`src/rtl/seq_detector.sv`:
```
// Serial pattern detector stepped by a synchronised divided-clock level on clkin.
// SEQ_DET_OVERLAP_EN: when defined, a match's suffix may start the next match.
module seq_detector #(
    parameter int unsigned    LEN     = 5,
    parameter logic [LEN-1:0] PATTERN = LEN'(5'b10010),
    parameter int unsigned    CNT_W   = 8
) (
    input  logic             clkin,
    input  logic             rst_n,
    input  logic             step_clk,
    input  logic             din,
    output logic             hit,
    output logic             hit_led,
    output logic [CNT_W-1:0] hit_count,
    output logic [LEN-1:0]   shift_q
);

    localparam int unsigned FILL_W = $clog2(LEN + 1);
    localparam logic [FILL_W-1:0] FILL_FULL = FILL_W'(LEN);

    logic             r_step_s1;
    logic             r_step_s2;
    logic             r_step_s3;
    logic             r_din_s1;
    logic             r_din_s2;
    logic [1:0]       r_vld;
    logic             r_armed;
    logic [LEN-1:0]   r_shift;
    logic [FILL_W-1:0] r_fill;
    logic             r_hit;
    logic             r_hit_led;
    logic [CNT_W-1:0] r_hit_count;

    logic             w_step_rise;
    logic [LEN-1:0]   w_shift_nxt;
    logic [FILL_W-1:0] w_fill_nxt;
    logic             w_match;

    // Equal-depth synchronisers; r_vld marks when s2 carries a post-reset sample.
    always_ff @(posedge clkin or negedge rst_n) begin
        if (!rst_n) begin
            r_step_s1 <= 1'b0;
            r_step_s2 <= 1'b0;
            r_step_s3 <= 1'b0;
            r_din_s1  <= 1'b0;
            r_din_s2  <= 1'b0;
            r_vld     <= 2'b00;
            r_armed   <= 1'b0;
        end else begin
            r_step_s1 <= step_clk;
            r_step_s2 <= r_step_s1;
            r_step_s3 <= r_step_s2;
            r_din_s1  <= din;
            r_din_s2  <= r_din_s1;
            r_vld     <= {r_vld[0], 1'b1};
            r_armed   <= r_armed | (r_vld[1] & ~r_step_s2);
        end
    end

    // A step_clk already high at reset release must go low before it can step.
    assign w_step_rise = r_step_s2 & ~r_step_s3 & r_armed;
    assign w_shift_nxt = {r_shift[LEN-2:0], r_din_s2};
    assign w_fill_nxt  = (r_fill == FILL_FULL) ? r_fill : r_fill + FILL_W'(1);
    assign w_match     = (w_shift_nxt == PATTERN) && (w_fill_nxt == FILL_FULL);

    always_ff @(posedge clkin or negedge rst_n) begin
        if (!rst_n) begin
            r_shift     <= '0;
            r_fill      <= '0;
            r_hit       <= 1'b0;
            r_hit_led   <= 1'b0;
            r_hit_count <= '0;
        end else begin
            r_hit <= 1'b0;
            if (w_step_rise) begin
                r_shift   <= w_shift_nxt;
                r_hit     <= w_match;
                r_hit_led <= w_match;
                if (w_match && (r_hit_count != '1)) begin
                    r_hit_count <= r_hit_count + CNT_W'(1);
                end
`ifdef SEQ_DET_OVERLAP_EN
                r_fill <= w_fill_nxt;
`else
                r_fill <= w_match ? '0 : w_fill_nxt;
`endif
            end
        end
    end

    assign hit       = r_hit;
    assign hit_led   = r_hit_led;
    assign hit_count = r_hit_count;
    assign shift_q   = r_shift;

endmodule

```
`config.mk`:
```
export PLATFORM = sky130hd
export DESIGN_NAME = seq_detector
export DESIGN_NICKNAME = d
export VERILOG_FILES = /design/src/rtl/seq_detector.sv
export SDC_FILE = /design/constraint.sdc
export NUM_CORES = 1
export LEC_CHECK = 0
export BUFFER_PORTS_ARGS = -buffer_cell sky130_fd_sc_hd__buf_2
export CAP_MARGIN = 20
export CORE_ASPECT_RATIO = 0.75
export CORE_UTILIZATION = 30
export DETAILED_ROUTE_END_ITERATION = 8
export PLACE_DENSITY = 0.45
export SLEW_MARGIN = 15
export SYNTH_ARGS = -nofsm -noshare
export SYNTH_HDL_FRONTEND = slang
export SYNTH_SLANG_ARGS = --single-unit
```
`constraint.sdc`:
```
create_clock -name clkin -period 2.4 [get_ports clkin]
set_input_delay 0.36 -clock clkin [delete_from_list [all_inputs] [get_ports clkin]]
set_output_delay 0.36 -clock clkin [all_outputs]
set_load 0.02 [all_outputs]
```
# [After elaboration in Yosys (flattened, before gate mapping)]
# Index checks and enable logic that the tools add are counted.
[word_totals] reg_bits=26 inputBits=4 output_inout_bits=15 word_cells=30
[op_classes] add_sub_neg=2 eq_ne=4 n_mux=3 bitwise=6 n_reduce_logical=3
[ops] operator="$add 8x1->8 const B" n=1
[ops] operator="$ne 8x8->1 const B" n=1
[ops] operator="$eq 3x3->1 const B" n=2
[ops] operator="$mux 3" n=2
[ops] operator="$eq 5x5->1 const B" n=1
[ops] operator="$add 3x1->3 const B" n=1
[ops] operator="$and 1x1->1" n=3
[ops] operator="$logic_and 1x1->1" n=2
[ops] operator="$not 1->1" n=2
[ops] operator="$reduce_and 2->1" n=1
[ops] operator="$mux 1" n=1
[ops] operator="$or 1x1->1" n=1

# [Logic depth before layout (Yosys ltp)]
# Gate-level depths: netlist of the first run.
[logic_depth] word_depth=6 ltp_mapped=5

# [Worst setup path before layout of the first run]
# OpenSTA, ideal clock, no wires.
[synth_path] path_type="register to register" start="register r_shift[2], in the netlist shift_q[2]" end="register r_hit_count[7], in the netlist hit_count[7]" setup_ps=128 arrival_time_ps=1843 setup_slack_ps=429 path_stages_with_launch=6 n_path_buf=1 period_less_slack_ps=1971 cell_sequence="dfrtp_1 or4b_4 nor4_4 buf_6 nand4_2 mux2_1"
[synth_via] elab_chain_cells=4
[synth_lines] item="start, declared" line_no="28" source="logic [LEN-1:0] r_shift;"
[synth_lines] item="start signal, assigned" line_no="76" source="r_shift <= w_shift_nxt;"
[synth_lines] item="$eq 5x5->1" line_no="64" source="assign w_match = (w_shift_nxt == PATTERN) && (w_fill_nxt == FILL_FULL);"
[synth_lines] item="$logic_and 1x1->1" line_no="64"
[synth_lines] item="$logic_and 1x1->1" line_no="79" source="if (w_match && (r_hit_count != '1)) begin"
[synth_lines] item="$reduce_and 2->1 (no line)"
[synth_lines] item="end signal, assigned" line_no="80" source="r_hit_count <= r_hit_count + CNT_W'(1);"
[synth_lines] item="end, declared" line_no="32" source="logic [CNT_W-1:0] r_hit_count;"
# No other way between the ends.
# A chain may end at the register's enable or synchronous reset.

# [Final worst setup path of the first run]
[layout_path] start="register r_shift[2], in the netlist shift_q[2]" end="register r_hit_count[1], in the netlist hit_count[1]"
# Same word-level chain as after synthesis.

==> results of run 1 <==
-- stage by stage --
stage,hold WS (ns),setup slack (ns),std cells
2_1_floorplan,0.06441,0.4294,77
3_3_place_gp,0.3341,0.3955,136
3_5_place_dp,0.3371,0.3217,136
4_1_cts,0.1086,0.3045,139
5_1_grt,0.1375,0.1986,139
6_report,0.08657,0.3232,139
-- worst min-delay path by stage --
stage,to,from,slack [ns]
floorplan,hit,rst_n,0.06
global placement,r_vld[1],r_vld[0],0.33
detailed placement,r_vld[1],r_vld[0],0.34
CTS,r_step_s1,rst_n,0.11
global route,r_step_s1,rst_n,0.14
finish,r_step_s1,rst_n,0.09
-- power groups by stage --
stage                     sequential [mW]  combinational, mW  clock [mW]
after floorplan                     0.609              0.109           0
after global placement              0.574              0.219           0
after detailed placement            0.578              0.220           0
after CTS                           0.569              0.221       0.244
after global routing                0.582              0.241       0.256
final                               0.568              0.216       0.231
-- sequential cells by signal, indices dropped and copies added (netlist names) --
name	flops
hit_count	8
shift_q	5
r_fill	3
r_vld	2
hit	1
hit_led	1
r_armed	1
r_din_s1	1
r_din_s2	1
r_step_s1	1
r_step_s2	1
r_step_s3	1
-- layout make-up --
| type | instances | area share (%) |
|---|---|---|
| Sequential cell | 26 | 52.16 |
| Timing Repair Buffer | 20 | 8.425 |
| Tap cell | 40 | 4.012 |
| Clock buffer | 3 | 3.310 |
| Inverter | 3 | 0.9027 |
| Multi-Input combinational cell | 47 | 31.19 |
-- per-layer routing --
layer  GRT usage [%]  vias to the layer above  wire [µm]
met5               0                        -          0
met4           2.000                        0          0
met3           3.933                        0         76
met2           13.78                       12        680
met1           14.69                      301        949
li1                -                      320          -
-- worst max-delay path, cell delays in order, from the launching register on --
cell and delay, ns:
dfrtp_1 0.41, or4b_4 0.53, nor4_4 0.43, o21ai_0 0.28, mux2_2 0.33
-- cells by family after synthesis --
family / count (synthesis) / synth area share (%)
xor gates and xnor gates: 4 / 3.298
and+or+nand+nor: 20 / 13.66
muxes: 9 / 9.541
other: 1 / 0.3530
adders and majority gates: 3 / 3.534
buffers and inverters: 4 / 2.120
AOI/OAI and AO/OA: 10 / 6.241
DFF: 26 / 61.25
-- cell usage after synthesis (2+ instances only) --
| cell | count |
|---|---|
| ha_1 | 3 |
| nor2_1 | 3 |
| nand4_1 | 2 |
| a21oi_1 | 3 |
| inv_1 | 3 |
| xnor2_1 | 4 |
| dfrtp_1 | 26 |
| o211ai_1 | 2 |
| nand2_1 | 4 |
| mux2_2 | 8 |
| and3_1 | 3 |
| a211oi_1 | 2 |
==> results.json, run 1 <==
{
  "ys_top_cells_by_area": "dfrtp_1 (61%), mux2_2 (8.5%), ha_1 (3.5%), xnor2_1 (3.3%), nor4_4 (2.0%)",
  "start_util_pct": 31.87,
  "wl_per_cell_um": 12.28,
  "worst_slew_pin_slew_ns": 0.5708,
  "power.switching_mw": 0.2998,
  "syn_area_mm2": 0.001062,
  "ys_types": 26,
  "cp-start-kind": "flip-flop",
  "grt_remaining_overflow": 0,
  "layout-drive-gt1-share_pct": 37.37,
  "place_hpwl_mm": 1.257,
  "grt_usage_pct": 10.01,
  "ys_seq_area_share_pct": 61.25,
  "regArea_um2": 650.6,
  "avgViaCountPerCell": 4.554,
  "layout.nets": 108,
  "seq_power_share_pct": 55.9,
  "r2r-end": "hit_count[1]",
  "root_buffer": "clkbuf_8",
  "grt_max_degree": 27,
  "row_count": 18,
  "clkLatencyLatePin_ns": 0.26,
  "placed_area_mm2": 0.001206,
  "h-tree-depth": 1,
  "ys_async_sr_fraction_pct": 100.0,
  "antenna_found_initial": 0,
  "yosysTopAreaCell": "dfrtp_1",
  "relSlewSlack_pct": 61.95,
  "numCtsBuffers": 3,
  "fillCellCount": 326,
  "worstPathRequired_ns": 2.55,
  "post_cts_buffers": 0,
  "layout_commonest_cell": "dfrtp_1",
  "final_util_pct": 37.42,
  "routed_wl_mm": 1.707,
  "chipWidth_um": 70.71,
  "fin_crit_ns": 2.077,
  "synthDominantCellAreaShare_pct": 61.25,
  "fin_setup_tns_ns": 0,
  "multi_input_area_um2": 389.1,
  "cp-end-kind": "flip-flop",
  "rrSetupSlack_ns": 0.32,
  "post-route-period-util_pct": 86.53,
  "failed_checks": "design-rule violations",
  "critPathLaunch": "shift_q[2]",
  "diodes": 0,
  "maxCapViolations": 0,
  "p_clk_share_pct": 22.8,
  "dieArea_mm2": 0.003785,
  "syn_nets": 84,
  "drv_slew": 0,
  "worstSetupEndpoint": "hit_count[1]",
  "synth_edf_count": 0,
  "peakVddDrop_mv": 0.2958,
  "p_per_area_mw_per_mm2": 813.8,
  "hp-class": "in2async",
  "drtAntennaViolNets": 0,
  "design.core.area_mm2": 0.003333,
  "yosys_warnings": 0,
  "total_power_mw": 1.015,
  "clkTransAtPathRegs_ns": 0.08,
  "r2r_cells": 4,
  "power_frac_comb_pct": 21.3,
  "reg2reg_from": "shift_q[2]",
  "post_cts_resize_count": 0,
  "grt_pass1_vias": 598,
  "dr.pass1.iters": 6,
  "route.detailed.drc": 4,
  "swShare_pct": 29.53,
  "cts_tree": "done",
  "io-pin-count": 19,
  "holdBufCountCts": 0,
  "worstPathMaxFanout": 8,
  "die_height_um": 53.54,
  "vias": 633,
  "rsz0062_at_grt": "false",
  "design_area_mm2": 0.001247,
  "mostFrequentLayoutCells": "dfrtp_1 (26), buf_2 (18), mux2_2 (8)",
  "clkSinkCount": 26,
  "ys_seq_elements": 26,
  "clockBufferDepth": 2,
  "setup_viol": 0,
  "hold_viol_final": 0,
  "grt_pass1_wl_mm": 2.856,
  "worstSetupPathType": "reg2reg",
  "status": "finished with violations",
  "p_leak_nw": 0.6257,
  "clock_skew_ns": 0.001402,
  "drt_first_iter_violations": 22,
  "crit_arrival_ns": 2.23,
  "syn-instance-count": 77,
  "synth_area_per_cell_um2": 13.80,
  "fmax_ghz": 0.4815,
  "port_buffers": 18,
  "gp_congestion": 0.6835,
  "area_growth_pct": 17.43,
  "intPower_mw": 0.7154,
  "yosys_most_used_dff": "dfrtp_1"
}
(Power assumes the default switching activity.)
==> run 2, diff against run 1 <==
--- a/config.mk
+++ b/config.mk
@@ -8,6 +8,7 @@
 export BUFFER_PORTS_ARGS = -buffer_cell sky130_fd_sc_hd__buf_2
 export CAP_MARGIN = 20
 export CORE_ASPECT_RATIO = 0.75
+export CORE_MARGIN = 8
 export CORE_UTILIZATION = 30
 export DETAILED_ROUTE_END_ITERATION = 8
 export PLACE_DENSITY = 0.45
==> results.json, run 2 (synthesis results as in run 1) <==
{
  "p_clk_share_pct": 25.8,
  "fin_setup_tns_ns": 0,
  "path_delay_family": "simple AND/OR/NAND/NOR gates",
  "critPathMaxStageDelay_ns": 0.54,
  "grt_remaining_overflow": 0,
  "dieArea_mm2": 0.005721,
  "maxCapViolations": 0,
  "h-tree-depth": 1,
  "drv_slew": 0,
  "peakVddDrop_mv": 0.3526,
  "drt_first_iter_violations": 35,
  "critPathBufInv": 0,
  "grt_pass1_wl_mm": 3.450,
  "dr.pass1.iters": 4,
  "rsz0062_at_grt": "false",
  "status": "complete, no violations",
  "layout_commonest_cell": "dfrtp_1",
  "cp_cell_sequence": "or4b_4, nor4_4, o21ai_0, mux2_2",
  "final_util_pct": 37.61,
  "p_per_area_mw_per_mm2": 842.1,
  "root_buffer": "clkbuf_8",
  "post_cts_resize_count": 0,
  "grt_max_degree": 27,
  "worst_slew_pin_slew_ns": 0.5635,
  "cts_tree": "done",
  "cp-end-kind": "flip-flop",
  "start_util_pct": 31.87,
  "setup_viol": 0,
  "relSlewSlack_pct": 62.43,
  "power.switching_mw": 0.3075,
  "route.detailed.drc": 0,
  "post-route-period-util_pct": 82.09,
  "cp-start-kind": "flip-flop",
  "multi_input_area_um2": 389.1,
  "fmax_ghz": 0.5076,
  "place_hpwl_mm": 1.375,
  "fin_crit_ns": 1.970,
  "crit_arrival_ns": 2.12,
  "clock_skew_ns": 0.007672,
  "mostFrequentLayoutCells": "dfrtp_1 (26), buf_2 (18), mux2_2 (8)",
  "avgViaCountPerCell": 4.561,
  "wl_per_cell_um": 13.42,
  "port_buffers": 18,
  "clkSinkCount": 26,
  "clkLatencyLatePin_ns": 0.27,
  "worstSetupPathType": "reg2reg",
  "clkTransAtPathRegs_ns": 0.09,
  "worstPathRequired_ns": 2.55,
  "design.core.area_mm2": 0.003333,
  "chipWidth_um": 84.71,
  "p_leak_nw": 0.6284,
  "hold_viol_final": 0,
  "numCtsBuffers": 3,
  "regArea_um2": 650.6,
  "holdBufCountCts": 0,
  "drtAntennaViolNets": 0,
  "diodes": 0,
  "die_height_um": 67.54,
  "routed_wl_mm": 1.866,
  "grt_usage_pct": 7.805,
  "antenna_found_initial": 0,
  "worstPathMaxFanout": 5,
  "intPower_mw": 0.7483,
  "layout.nets": 107,
  "swShare_pct": 29.13,
  "row_count": 18,
  "vias": 634,
  "gp_congestion": 0.6847,
  "io-pin-count": 19,
  "power_frac_comb_pct": 20.4,
  "grt_pass1_vias": 751,
  "clockBufferDepth": 2,
  "largest_reg_flops": 8,
  "place_ws_ns": 0.4300,
  "seq_power_share_pct": 53.8,
  "layout_setup_ws_ns": 0.4299,
  "post_cts_buffers": 0,
  "area_growth_pct": 18.02,
  "layout-drive-gt1-share_pct": 37.37,
  "fillCellCount": 349,
  "hp-class": "in2async",
  "slowest_stage": "or4b_4"
}
run 2: worst paths after layout:
path,startpoint,to,slack (ns),cells past startpoint
min,rst_n,r_armed,0.08,1
max in group asynchronous,rst_n,r_fill[2],1.95,1
min reg2reg,r_step_s1,r_step_s2,0.35,0
min in group clkin,din,r_din_s1,0.19,1
max reg2reg,shift_q[2],hit_count[1],0.43,4
max,shift_q[2],hit_count[1],0.43,4
run 2: metal layers:
layer	track usage [%]	share of wire, %	vias to the layer above
met4	6.181	3.1	0
met2	11.55	43	13
met3	2.909	5.7	5
li1	-	-	312
met5	0	0	-
met1	9.162	48	304
run 2: final cells by class:
cell class | count | area share (%)
sequential | 26 | 51.90
multi-input combinational | 47 | 31.04
timing repair buffer | 19 | 7.784
clock buffer | 4 | 4.391
tap | 40 | 3.992
inverter | 3 | 0.8982
run 2: power by group through the flow:
stage / combinational [mW] / sequential [mW] / clock, mW
after floorplan: 0.109 / 0.609 / 0
after global placement: 0.218 / 0.572 / 0
after detailed placement: 0.219 / 0.578 / 0
after CTS: 0.220 / 0.569 / 0.291
after global routing: 0.246 / 0.583 / 0.308
final: 0.215 / 0.568 / 0.273
run 2: stage by stage:
stage	cells	cell area, µm²	power (mW)	hold WS [ns]
final	139	1254	1.056	0.07590
after floorplan	77	1062	0.7174	0.06441
after global routing	139	1254	1.137	0.1156
after global placement	135	1199	0.7900	0.3329
after CTS	139	1254	1.080	0.09520
after detailed placement	135	1199	0.7969	0.3347
